==> src/rtl/raw_from_32_pkg.sv <==
// Shared dtype codes, FSM state encoding and group geometry for the RAW
// 32-bit word to 16-bit pixel/halfword converter.
package raw_from_32_pkg;

  localparam int DTYPE_WIDTH = 4;

  localparam logic [DTYPE_WIDTH-1:0] DTYPE_FRAME_START = 4'h1;
  localparam logic [DTYPE_WIDTH-1:0] DTYPE_FRAME_END   = 4'h2;
  localparam logic [DTYPE_WIDTH-1:0] DTYPE_ROW_START   = 4'h3;
  localparam logic [DTYPE_WIDTH-1:0] DTYPE_ROW_END     = 4'h4;
  localparam logic [DTYPE_WIDTH-1:0] DTYPE_HEADER      = 4'h5;
  localparam logic [DTYPE_WIDTH-1:0] DTYPE_PIXEL       = 4'h8;
  localparam logic [DTYPE_WIDTH-1:0] DTYPE_PIXEL_MASK  = 4'h8;

  // Four MSB words plus one LSB word make a packed 16-pixel group.
  localparam int GROUP_WORDS = 5;

  typedef enum logic [1:0] {
    ST_COLLECT,
    ST_HIGH,
    ST_EMIT,
    ST_ROW_END
  } state_t;

  function automatic logic is_pixel(input logic [DTYPE_WIDTH-1:0] dtype);
    return (dtype & DTYPE_PIXEL_MASK) != '0;
  endfunction

endpackage

==> src/rtl/raw_unpack_group.sv <==
// Packed-group buffer: stores up to five 32-bit words, tracks the fill
// count and the emission index, and forms the 10-bit pixel for that index.
module raw_unpack_group
  import raw_from_32_pkg::*;
(
  input  logic        clk,
  input  logic        reset,
  input  logic        store,
  input  logic        start_full,
  input  logic        start_row,
  input  logic        advance,
  input  logic        clear,
  input  logic [31:0] data,
  output logic [2:0]  wcnt,
  output logic [15:0] pixel,
  output logic        last
);

  logic [31:0] grp_q [GROUP_WORDS];
  logic [3:0]  idx_q;
  logic [2:0]  k_q;

  logic        starting;
  logic [3:0]  sel_idx;
  logic [2:0]  sel_k;
  logic [31:0] msb_word;
  logic [31:0] lsb_word;
  logic [4:0]  lsb_off;
  logic [4:0]  bit_pos;
  logic [3:0]  npix_m1;

  // k is the slot holding the LSB word: 4 for a full group, wcnt-1 for a
  // row-end flush. The first pixel is formed in the same cycle the group is
  // started, so the fifth word is taken straight from the input.
  // NOTE: every always_comb output is assigned on every path, so no latch is inferred.
  always_comb begin
    starting = start_full || start_row;
    sel_idx  = starting ? 4'd0 : idx_q;
    sel_k    = start_full ? 3'd4 : (start_row ? wcnt - 3'd1 : k_q);
    msb_word = grp_q[{1'b0, sel_idx[3:2]}];
    lsb_word = start_full ? data : grp_q[sel_k];
    // 32 - 8k modulo 32: a full group (k=4) starts its LSBs at bit 0.
    lsb_off  = 5'd0 - {sel_k[1:0], 3'b000};
    bit_pos  = lsb_off + {sel_idx, 1'b0};
    pixel    = {6'd0, msb_word[{sel_idx[1:0], 3'b000} +: 8], lsb_word[bit_pos +: 2]};
    npix_m1  = {sel_k[1:0], 2'b00} - 4'd1;
    last     = (sel_idx == npix_m1);
  end

  // NOTE: the group buffer is reset explicitly so no stale pixels survive a reset.
  always_ff @(posedge clk) begin
    if (reset) begin
      for (int i = 0; i < GROUP_WORDS; i++) grp_q[i] <= '0;
      wcnt  <= '0;
      idx_q <= '0;
      k_q   <= '0;
    end else begin
      if (store) grp_q[wcnt] <= data;
      if (starting) begin
        wcnt  <= '0;
        idx_q <= 4'd1;
        k_q   <= sel_k;
      end else begin
        if (clear)      wcnt <= '0;
        else if (store) wcnt <= wcnt + 3'd1;
        if (advance)    idx_q <= idx_q + 4'd1;
      end
    end
  end

endmodule

==> src/rtl/raw_from_32.sv <==
// RAW word-stream converter: splits 32-bit words into halfwords, or decodes
// 10-bit packed groups into one pixel per cycle, with dtype passthrough.
module raw_from_32
  import raw_from_32_pkg::*;
#(
  parameter int PIXEL_WIDTH = 10
) (
  input  logic                   clk,
  input  logic                   reset,
  input  logic [31:0]            datai,
  input  logic                   dvi,
  input  logic [DTYPE_WIDTH-1:0] dtypei,
  input  logic                   pack,
  output logic                   rdyo,
  output logic [15:0]            datao,
  output logic                   dvo,
  output logic [DTYPE_WIDTH-1:0] dtypeo,
  output logic                   overrun
);

  localparam logic PACK_OK = (PIXEL_WIDTH == 10);

  state_t                 state;
  logic                   pack_q;
  logic [15:0]            hi_q;
  logic [DTYPE_WIDTH-1:0] hi_type;
  logic                   row_end_q;

  logic        accept;
  logic        packed_mode;
  logic        word_split;
  logic        word_group;
  logic        grp_full;
  logic        row_flush;
  logic        grp_clear;
  logic [2:0]  wcnt;
  logic [15:0] pixel;
  logic        last;

  // rdyo is only high in ST_COLLECT, so every accepted word is decoded there.
  always_comb begin
    accept      = dvi && rdyo;
    packed_mode = pack_q && PACK_OK;
    word_split  = accept && (dtypei == DTYPE_HEADER || (is_pixel(dtypei) && !packed_mode));
    word_group  = accept && is_pixel(dtypei) && packed_mode;
    grp_full    = word_group && (wcnt == 3'd4);
    row_flush   = accept && (dtypei == DTYPE_ROW_END) && packed_mode && (wcnt >= 3'd2);
    grp_clear   = accept && !is_pixel(dtypei) && (dtypei != DTYPE_HEADER) && !row_flush;
  end

  raw_unpack_group u_group (
    .clk        (clk),
    .reset      (reset),
    .store      (word_group),
    .start_full (grp_full),
    .start_row  (row_flush),
    .advance    (state == ST_EMIT),
    .clear      (grp_clear),
    .data       (datai),
    .wcnt       (wcnt),
    .pixel      (pixel),
    .last       (last)
  );

  // NOTE: all registered outputs use non-blocking assignments; dvo defaults low each cycle.
  always_ff @(posedge clk) begin
    if (reset) begin
      state     <= ST_COLLECT;
      rdyo      <= 1'b1;
      datao     <= '0;
      dvo       <= 1'b0;
      dtypeo    <= '0;
      overrun   <= 1'b0;
      pack_q    <= 1'b0;
      hi_q      <= '0;
      hi_type   <= '0;
      row_end_q <= 1'b0;
    end else begin
      dvo <= 1'b0;
      if (dvi && !rdyo) overrun <= 1'b1;

      case (state)
        ST_COLLECT: begin
          if (accept) begin
            if (dtypei == DTYPE_FRAME_START) pack_q <= pack;
            if (word_split) begin
              datao   <= datai[15:0];
              dtypeo  <= dtypei;
              dvo     <= 1'b1;
              hi_q    <= datai[31:16];
              hi_type <= dtypei;
              rdyo    <= 1'b0;
              state   <= ST_HIGH;
            end else if (grp_full || row_flush) begin
              datao     <= pixel;
              dtypeo    <= DTYPE_PIXEL;
              dvo       <= 1'b1;
              rdyo      <= 1'b0;
              row_end_q <= row_flush;
              state     <= ST_EMIT;
            end else if (!word_group) begin
              datao  <= '0;
              dtypeo <= dtypei;
              dvo    <= 1'b1;
            end
          end
        end

        ST_HIGH: begin
          datao  <= hi_q;
          dtypeo <= hi_type;
          dvo    <= 1'b1;
          rdyo   <= 1'b1;
          state  <= ST_COLLECT;
        end

        ST_EMIT: begin
          datao  <= pixel;
          dtypeo <= DTYPE_PIXEL;
          dvo    <= 1'b1;
          if (last) begin
            // A pending ROW_END still needs its own output slot, so hold off input.
            if (row_end_q) begin
              state <= ST_ROW_END;
            end else begin
              rdyo  <= 1'b1;
              state <= ST_COLLECT;
            end
          end
        end

        ST_ROW_END: begin
          datao     <= '0;
          dtypeo    <= DTYPE_ROW_END;
          dvo       <= 1'b1;
          rdyo      <= 1'b1;
          row_end_q <= 1'b0;
          state     <= ST_COLLECT;
        end

        default: state <= ST_COLLECT;
      endcase
    end
  end

endmodule

==> config.mk <==
export PLATFORM = sky130hd
export DESIGN_NAME = raw_from_32
export DESIGN_NICKNAME = d
export VERILOG_FILES = /design/src/rtl/raw_from_32_pkg.sv /design/src/rtl/raw_unpack_group.sv /design/src/rtl/raw_from_32.sv
export SDC_FILE = /design/constraint.sdc
export NUM_CORES = 1
export LEC_CHECK = 0
export ABC_AREA = 1
export BUFFER_PORTS_ARGS = -buffer_cell sky130_fd_sc_hd__buf_2
export CAP_MARGIN = 20
export CORE_MARGIN = 5
export CORE_UTILIZATION = 55
export CTS_CLUSTER_DIAMETER = 150
export DETAILED_ROUTE_END_ITERATION = 7
export PLACE_DENSITY = 0.72
export SLEW_MARGIN = 40
export SYNTH_ARGS = -nofsm -noshare
export SYNTH_HDL_FRONTEND = slang
export SYNTH_SLANG_ARGS = --single-unit
==> constraint.sdc <==
create_clock -name clk -period 6.3 [get_ports clk]
set_clock_uncertainty 0.1 [all_clocks]
set_input_delay 1.575 -clock clk [delete_from_list [all_inputs] [get_ports clk]]
set_output_delay 1.575 -clock clk [all_outputs]
set_load 0.01 [all_outputs]
==> results.txt <==
- Status: complete, no violations
- Worst path arrival time: 4.54 ns
- H-tree depth: 2
* Combinational share of power: 8.5%
- Area after detailed placement: 16000 µm²
* Capturing element type of the critical path: flip-flop
* Final wirelength: 47.4 mm
* Number of detailed-route iterations in the first pass: 8
- NetSw: 0.00112 W
- The synthesized netlist contains 43 unique library cells.
* Setup Fix Bufs, Post-CTS: 0
- The Yosys step of the flow raised 0 warnings.
- Walking the worst path, the cells encountered are buf_2 > nand2_2 > nor2_4 > nand2_2 > nand3_2 > nand2_4 > inv_2 > ha_1 > nor2_1 > inv_1 > o31ai_2 > nand3_1 > o211ai_1 > inv_1.
- In this run the tightest slew margin relative to its limit is 44.4%.
- In this run switching power makes up 23.7% of total power.
- The die covers 31500 µm².
- Area occupied by multi-input gates: 5440 µm²
* Net count, final: 1795
- Highest-count cells in the layout ignoring fill and taps: 371 x nand2_1, 290 x nand3_1, 256 x edfxtp_1
- The core region is 27700 µm².
- Io pins: 63
* Resize count post-CTS: 0
- TritonCTS built the clock tree.
* Summed instance area of the synthesized netlist: 15400 µm²
- Number of max-cap violations: 0
- Power per cell area: 274 nW/µm²
- Of the total power, the clock network draws 41.7%.
- Setup TNS: 0 ns
- Minimum clock period: 4.24 ns
* Met2 global-route usage: 48.1%
* Nature of the critical path startpoint: primary input
- RSZ-0062 raised after global routing: false
- Leaving out fill and tap cells, the most frequent cell in the layout is nand2_1.
- CTS Buffer Depth: 3
- The tree is rooted in a clkbuf_16.
* Vias in the first global route: 12923
- Global routing finished with a remaining overflow of 0.
- Largest net degree at the start of global routing: 67
* GR Layer Usage met1: 41.1%
* Most Used Layer, Global Route: met2
- The count of nets left with antenna violations once routing finished came out at 0.
- Sequential Area: 8830 µm²
- Post-detailed-route via-to-cell ratio: 6.12
* Number of standard-cell rows in the floorplan: 61
- Initial detailed-routing violation count: 1846
- The number of clock buffers added by TritonCTS is 35.
- Routed WL per cell: 22.0 µm
* Static power due to leakage: 6.84 nW
* Largest delay share family, worst path: simple AND/OR/NAND/NOR gates
* IO Port Bufs: 62
* Achievable clock frequency: 236 MHz
- Worst hold path type: reg2reg
* Chip width: 177 µm
- At the end of routability-driven placement, the weighted congestion stood at 0.989.
* Clock net sink count: 313
- DPL Wire Length: 29.8 mm
* Stage delay of the slowest cell on the critical path: 0.48 ns
- Post-Syn Nets: 1767
- The count of endpoints failing hold in the final timing report came to 0.
- Dominant register cell in the synthesized netlist: edfxtp_1
* Post-synth EDFFs: 256
- Number of setup violations in the final report: 0
* Worst Setup Path Type: in2reg
* Crit-path slowest cell: inv_2
- Height of the die: 177 µm
- Worst hold slack across all endpoints: 0.358 ns
- Synth Register Bits: 313
- Remaining routing DRC violations: 0
- Hold repair after CTS inserted 0 buffers.
- The number of antenna violations at the first check in global routing came to 0.
- For the pin with the worst max-slew slack, the measured transition is 0.834 ns.
- Internal power: 0.00359 W
- Reg clk slew, reported paths: 0.05 ns
- Initial core utilization: 55.7%
- Registers are responsible for 49.9% of the overall power.
- Fraction of final layout cells with drive strength greater than 1: 10.1%
* Met3 usage in global routing: 5.62%
* Skew-Pair Late Insertion Delay: 0.51 ns
- Along the worst path, the maximum fanout reaches 43.
- Sequential area share after synthesis: 57.2%
- The worst path uses 67.3% of the clock period.
* Syn avg cell area: 8.96 µm²
- Filler cell count: 2299
- Detailed-route via count: 13168
- First-pass GRT wire length: 73.4 mm
- After routing the design area is 17200 µm².
* Total buffers and inverters traversed by the critical path: 4
- VDD sags by at most 0.000260 V.
- The area growth from synthesis to layout is 11.2%.
- Number of max-slew violations in the final report: 0
* Number of cells produced by synthesis: 1721
- GRT Resource Usage Total: 30.3%
* Number of diodes: 0
- Required time of the critical path: 6.60 ns
- Synth async-reset ratio: 0%
worst paths after layout:
kind                   start       end  slack (ns)  cells past startpoint
max                      dvi  state[1]        2.06                     14
max reg2reg  u_group.wcnt[1]  state[1]        2.47                     14
min reg2reg          overrun   overrun        0.36                      2
min                  overrun   overrun        0.36                      2
worst register-to-register path: cells and delay by family, from the launching register on:
kind	cells	cell delay, ns
buffers and inverters	4	0.67
flip-flops	1	0.44
adder cells (fa/ha/maj)	3	0.85
AO/OA/AOI/OAI	2	0.57
AND/OR/NAND/NOR	5	1.10
registers in the layout, indices dropped and copies added (netlist names):
name           count
rdyo               1
dvo                1
overrun            1
pack_q             1
hi_type            4
u_group.k_q        3
u_group.grp_q    256
state              2
datao             16
dtypeo             4
row_end_q          1
hi_q              16
u_group.idx_q      4
u_group.wcnt       3
cells by family after synthesis:
| family | Yosys count | share of synthesized area (%) |
|---|---|---|
| DFF | 313 | 57.2 |
| and+or+nand+nor | 906 | 25.7 |
| adders and majority gates | 6 | 0.487 |
| AOI/OAI and AO/OA | 206 | 8.47 |
| buffers and inverters | 285 | 7.85 |
| xor gates and xnor gates | 5 | 0.284 |
power groups by stage:
stage,Clock (W),Combinational (W),Sequential (W)
after floorplan,0,0.000220,0.00238
after global placement,0,0.000383,0.00239
after detailed placement,0,0.000388,0.00239
after CTS,0.00197,0.000391,0.00235
after global routing,0.00207,0.000432,0.00235
final,0.00196,0.000398,0.00235
metal layers:
layer / share of wire (%) / vias up
li1: - / 5920
met1: 38 / 6187
met2: 45 / 873
met3: 11 / 188
met4: 5.0 / 0
met5: 0 / -
cell type report:
| cell class | instances | share of cell area, % |
|---|---|---|
| timing repair buffer | 104 | 3.84 |
| multi-input combinational | 1123 | 31.7 |
| clock buffer | 52 | 6.02 |
| inverter | 172 | 3.76 |
| sequential | 313 | 51.5 |
| clock inverter | 11 | 0.438 |
| tap | 378 | 2.76 |
metrics by stage:
step / setup WS (ns) / util, % / power, W / instances
final: 2.06 / 61.9 / 0.00471 / 2153
after global routing: 1.80 / 61.9 / 0.00485 / 2153
after CTS: 2.06 / 61.9 / 0.00470 / 2153
after detailed placement: 1.55 / 57.9 / 0.00278 / 2090
after global placement: 1.61 / 57.9 / 0.00277 / 2089
after floorplan: 0.458 / - / 0.00260 / 1721
synthesized netlist by cell type, types with 7 or more instances:
library cell / instances / area share (%)
o221ai_1: 8 / 0.45
buf_2: 29 / 0.94
buf_4: 10 / 0.49
edfxtp_1: 256 / 50
a31oi_1: 7 / 0.28
buf_6: 9 / 0.66
nand3_1: 290 / 9.4
dfxtp_1: 57 / 7.4
a21oi_1: 44 / 1.4
a41oi_1: 7 / 0.40
nor2_1: 194 / 4.7
nand2_1: 371 / 9.0
o211ai_1: 45 / 2.2
a211oi_1: 7 / 0.34
nand3b_1: 23 / 1.1
inv_1: 166 / 4.0
o21ai_0: 65 / 2.1
clkbuf_1: 60 / 1.5
(Power assumes the default switching activity.)
